### src/rtl/pipe_hazard_ctrl.sv
// Hazard/sequencing controller for the five-stage pipeline: load-use, taken branch, multi-cycle dmem.
// Enables/flushes are Mealy (same cycle); err and perf counters are registered.
module pipe_hazard_ctrl #(
    parameter int MEM_TIMEOUT = 16
) (
    input  logic        clk,
    input  logic        rst,
    input  logic [4:0]  id_rs,
    input  logic [4:0]  id_rt,
    input  logic        id_uses_rt,
    input  logic        ex_mem2reg,
    input  logic [4:0]  ex_rd,
    input  logic        me_branch_taken,
    input  logic        me_mem_req,
    input  logic        dmem_ack,
    output logic        pc_en,
    output logic        ifid_en,
    output logic        idex_en,
    output logic        exme_en,
    output logic        mewb_en,
    output logic        ifid_flush,
    output logic        idex_flush,
    output logic        exme_flush,
    output logic        mewb_flush,
    output logic        err,
    output logic [15:0] stall_cnt,
    output logic [15:0] flush_cnt
);

    typedef enum logic [1:0] {RUN, MEM_WAIT, ERR} state_t;

    localparam logic [15:0] WAIT_LAST = 16'(MEM_TIMEOUT - 1);

    state_t      state, state_nxt;
    logic [15:0] wait_cnt, wait_cnt_nxt;
    logic        load_use;
    logic        mem_stall;
    logic        br_flush;

    assign load_use = ex_mem2reg && (ex_rd != 5'd0) &&
                      ((ex_rd == id_rs) || (id_uses_rt && (ex_rd == id_rt)));

    always_comb begin
        state_nxt    = state;
        wait_cnt_nxt = wait_cnt;
        mem_stall    = 1'b0;
        br_flush     = 1'b0;
        pc_en        = 1'b1;
        ifid_en      = 1'b1;
        idex_en      = 1'b1;
        exme_en      = 1'b1;
        mewb_en      = 1'b1;
        ifid_flush   = 1'b0;
        idex_flush   = 1'b0;
        exme_flush   = 1'b0;
        mewb_flush   = 1'b0;

        case (state)
            RUN: begin
                mem_stall = me_mem_req && !dmem_ack;
                if (mem_stall) begin
                    state_nxt    = MEM_WAIT;
                    wait_cnt_nxt = 16'd0;
                end
            end
            MEM_WAIT: begin
                if (!dmem_ack) begin
                    mem_stall    = 1'b1;
                    wait_cnt_nxt = wait_cnt + 16'd1;
                    if (wait_cnt == WAIT_LAST)
                        state_nxt = ERR;
                end else begin
                    state_nxt = RUN;
                end
            end
            default: begin
                state_nxt = ERR;
            end
        endcase

        // On the ack cycle the RUN priority applies with the memory term already false.
        if (state == ERR) begin
            pc_en   = 1'b0;
            ifid_en = 1'b0;
            idex_en = 1'b0;
            exme_en = 1'b0;
            mewb_en = 1'b0;
        end else if (mem_stall) begin
            pc_en      = 1'b0;
            ifid_en    = 1'b0;
            idex_en    = 1'b0;
            exme_en    = 1'b0;
            mewb_flush = 1'b1;
        end else if (me_branch_taken) begin
            br_flush   = 1'b1;
            ifid_flush = 1'b1;
            idex_flush = 1'b1;
            exme_flush = 1'b1;
        end else if (load_use) begin
            pc_en      = 1'b0;
            ifid_en    = 1'b0;
            idex_flush = 1'b1;
        end

        if (rst) begin
            pc_en      = 1'b0;
            ifid_en    = 1'b0;
            idex_en    = 1'b0;
            exme_en    = 1'b0;
            mewb_en    = 1'b0;
            ifid_flush = 1'b1;
            idex_flush = 1'b1;
            exme_flush = 1'b1;
            mewb_flush = 1'b1;
        end
    end

    always_ff @(posedge clk or posedge rst) begin
        if (rst) begin
            state     <= RUN;
            wait_cnt  <= 16'd0;
            err       <= 1'b0;
            stall_cnt <= 16'd0;
            flush_cnt <= 16'd0;
        end else begin
            state    <= state_nxt;
            wait_cnt <= wait_cnt_nxt;
            if (state_nxt == ERR)
                err <= 1'b1;
            if ((state != ERR) && !pc_en && (stall_cnt != 16'hFFFF))
                stall_cnt <= stall_cnt + 16'd1;
            if (br_flush && (flush_cnt != 16'hFFFF))
                flush_cnt <= flush_cnt + 16'd1;
        end
    end

endmodule

### config.mk
export PLATFORM = sky130hd
export DESIGN_NAME = pipe_hazard_ctrl
export DESIGN_NICKNAME = d
export VERILOG_FILES = /design/src/rtl/pipe_hazard_ctrl.sv
export SDC_FILE = /design/constraint.sdc
export NUM_CORES = 1
export LEC_CHECK = 0
export CORE_AREA = 4 4 85 87
export CTS_CLUSTER_SIZE = 10
export DETAILED_ROUTE_END_ITERATION = 6
export DIE_AREA = 0 0 89 91
export GPL_TIMING_DRIVEN = 0
export PLACE_DENSITY = 0.67
export SKIP_LAST_GASP = 1
export SYNTH_ARGS = -nofsm -noshare
export SYNTH_HDL_FRONTEND = slang
export SYNTH_SLANG_ARGS = --single-unit
### constraint.sdc
create_clock -name clk -period 2.9 [get_ports clk]
set_input_delay 0.58 -clock clk [delete_from_list [all_inputs] [get_ports clk]]
set_output_delay 0.58 -clock clk [all_outputs]
set_load 0.1 [all_outputs]
==> metrics.md <==
| Metric | Value |
|---|---|
| Worst Hold Launch | err |
| Buffers on Ports | 63 |
| Most common cell in the netlist | dfrtp_1 |
| Clock Latency Late Sink | 310 ps |
| Nets | between 300 and 400 |
| Period utilisation layout | 98.3% |
| Cts hold-fix bufs | 0 |
| Cell area after layout | 3600 µm² |
| Post-synth top area cell | dfrtp_1 |
| Initial antenna violation count | 0 |
| Pleak | roughly 1.6 nW |
| Critical path's largest stage delay | 420 ps |
| Synth area leaders | dfrtp_1, xnor2_1, xor2_1 |
| Buf/Inv on CP | 3 |
| Arr. time, crit path | 2270 ps |
| Final antenna-violating net count | 0 |
| Worst vdd ir | 649 µV |
| Hold Crit Depth | 1 |
| Die width | 89 µm |
| Critical Path RT | 2320 ps |
| R2r setup slk | 530 ps |
| R2r worst-path depth | 8 |
| Max-cap violation count | 0 |
| Clock buffer depth | 2 |
| Filler cells | around 560 |
| CTS sink count | 51 |
| Synth top cells by count | dfrtp_1, xnor2_1, nand2_1 |
| Worst slew margin | 34.7% |
| HPWL after DPL | 4150 µm |
| Run status | completed |
| Yosys top cell area share | between 40% and 50% |
| Ports | 64 |
| Starting density of the core | 41.3% |
| DRT Wirelength | 5900 µm |
| Area grow syn2layout | 37.5% |
| Delay-heaviest family, CP | buffers and inverters |
| CP Max Fanout | 5 |
| Largest net degree at the start of global routing | 28 |
| Diodes inserted | 0 |
| Number of synthesized flops with an enable pin | 0 |
| Yosys reg bits | about 50 |
| Root Driver | clkbuf_8 |
| Yosys Warn Count | 0 |
| Post-layout min period | 2850 ps |
| DR DRC count | 0 |
| Reg-to-Reg End | stall_cnt[14] |
| FMAX | 0.351 GHz |
| GRT Util Overall | 15.7% |
| DR iter-0 viols | 74 |
| Worst-Margin Slew | 976 ps |
| Register area share after synthesis | between 40% and 50% |
| Area after DPL | 3440 µm² |
| CTS tree | done |
| Pins Over Slew Limit | 0 |
| Worst hold slack | 489 ps |
| Layout cells sized above 1 | 15.8% |
| First-pass GRT wire length | 10100 µm |
| Register area | 1280 µm² |
| Die height | 91 µm |
| Synth Flop Type | dfrtp_1 |
| Min-delay worst type | flip-flop to flip-flop |
| Core area | 6350 µm² |
| Vias in the first global route | 2064 |
| Htree depth | 2 |
| Remaining Overflow, GRT | 0 |
| Num CTS Buffers | 5 |
| Finish-stage setup viols | 0 |
| Pwr/cell area | 792 nW/µm² |
| RSZ-0062 raised after global routing | yes |
| DR vias/cell | ~5.3 |
| Area of the multi-input gates | 1380 µm² |
| WHS Endpoint | err |
| Synthesized cell area | around 2600 µm² |
| Setup Skew | 7.66 ps |
| Ys async rst share | 100% |
| # rows | 29 |
| Reg2Reg Launch Point | stall_cnt[0] |
| Syn Nets | 279 |
| Wire length per cell | 14.5 µm |
| Slowest CP cell | clkdlybuf4s50_1 |
| Fin. Hold Viols | 0 |
| Syn Area/Cell | ~10 µm² |
| DR vias | 2145 |
| CP cell instances | clkdlybuf4s50_1 -> or2_4 -> a211o_1 -> nand2_4 -> buf_4 -> buf_2 |
| Critical path class | input port to primary output |
| Syn Inst Count | between 200 and 300 |
| CP Launch Type | input port |
| Setup crit end kind | primary output |
| Drt pass-1 iters | 4 |
| Die footprint | 8100 µm² |
| Unique masters post-synth | 45 |
| Clk slew on worst S/H paths | around 90 ps |
| Placer congestion estimate | 0.830 |
==> worst reg2reg max path: stages (launching register included) <==
cell	delay (ps)
dfrtp_1	480
ha_1	230
clkbuf_1	190
nand2_1	110
nor2_1	80
a2111oi_2	450
a21oi_2	210
or3_1	400
xnor2_1	130
==> metrics by stage <==
stage	setup TNS (ps)	util, %	instances	worst slack, ps	total power [W]
after floorplan	-2830	-	254	-2270	0.00200
after global placement	-8980	54.1	394	-1640	0.00233
after detailed placement	-8950	54.1	394	-1590	0.00234
after CTS	-384	56.6	406	-217	0.00288
after global routing	-39.6	56.7	406	-28.3	0.00299
final	0	56.7	406	48.5	0.00286
==> cell families after synthesis <==
| group | share of synthesized area (%) |
|---|---|
| simple gates | 23.1 |
| flops | 48.7 |
| xor+xnor | 16.7 |
| compound gates | 6.92 |
| buf+inv | 2.34 |
| fa+ha+maj | 1.43 |
| mux | 0.812 |
==> repair_timing <==
action | 4_1_cts | 5_1_grt
buffers inserted | 2 | 0
setup endpoints to repair | 9 | 7
gates resized for setup | 42 | 17
cloned | 2 | 0
==> layout make-up <==
cell class                      count  area share (%)
Multi-Input combinational cell    190            38.3
Clock buffer                        6            2.29
Tap cell                           77            2.67
Clock inverter                      2            1.08
Buffer                              7            1.08
Sequential cell                    51            35.4
Timing Repair inverter              2           0.347
Inverter                            6           0.729
Timing Repair Buffer               65            18.1
==> flip-flops by register name (all words and copies together) (netlist names) <==
signal	flops
flush_cnt	16
stall_cnt	16
state	2
err	1
wait_cnt	16
==> report_power, final <==
part           leakage (nW)  switching (W)  internal [W]
Combinational         0.851       0.000998      0.000346
Clock                0.0618       0.000242      0.000284
Sequential            0.659       0.000163      0.000823
==> layer usage <==
layer  up-vias  share of wire (%)  global-route usage, %
met5         -                  0                      0
li1       1035                  -                      -
met3         6                7.3                   4.62
met1      1035                 48                   23.5
met4         0                1.1                   4.09
met2        69                 44                   22.2
==> cells in the final DEF, fill, tap and decap left out, drive strengths merged, types with 7 or more instances in the layout <==
cell type,netlist,layout
xor2,17,17
dfrtp,51,51
nand4,16,16
nand2,26,26
xnor2,33,33
clkbuf,3,10
and3,7,7
nor2,19,19
nand3,15,15
clkdlybuf4s50,0,49
buf,4,13
==> worst max-delay path by stage <==
stage	startpoint	end	slack, ps	depth (start not counted)
detailed placement	rst	idex_flush	-1590	4
global route	id_rt[0]	idex_flush	-30	7
finish	me_mem_req	ifid_flush	50	6
CTS	ex_rd[0]	idex_flush	-220	7
global placement	rst	idex_flush	-1640	4
floorplan	ex_rd[4]	idex_flush	-2270	5
(Power assumes the default switching activity.)
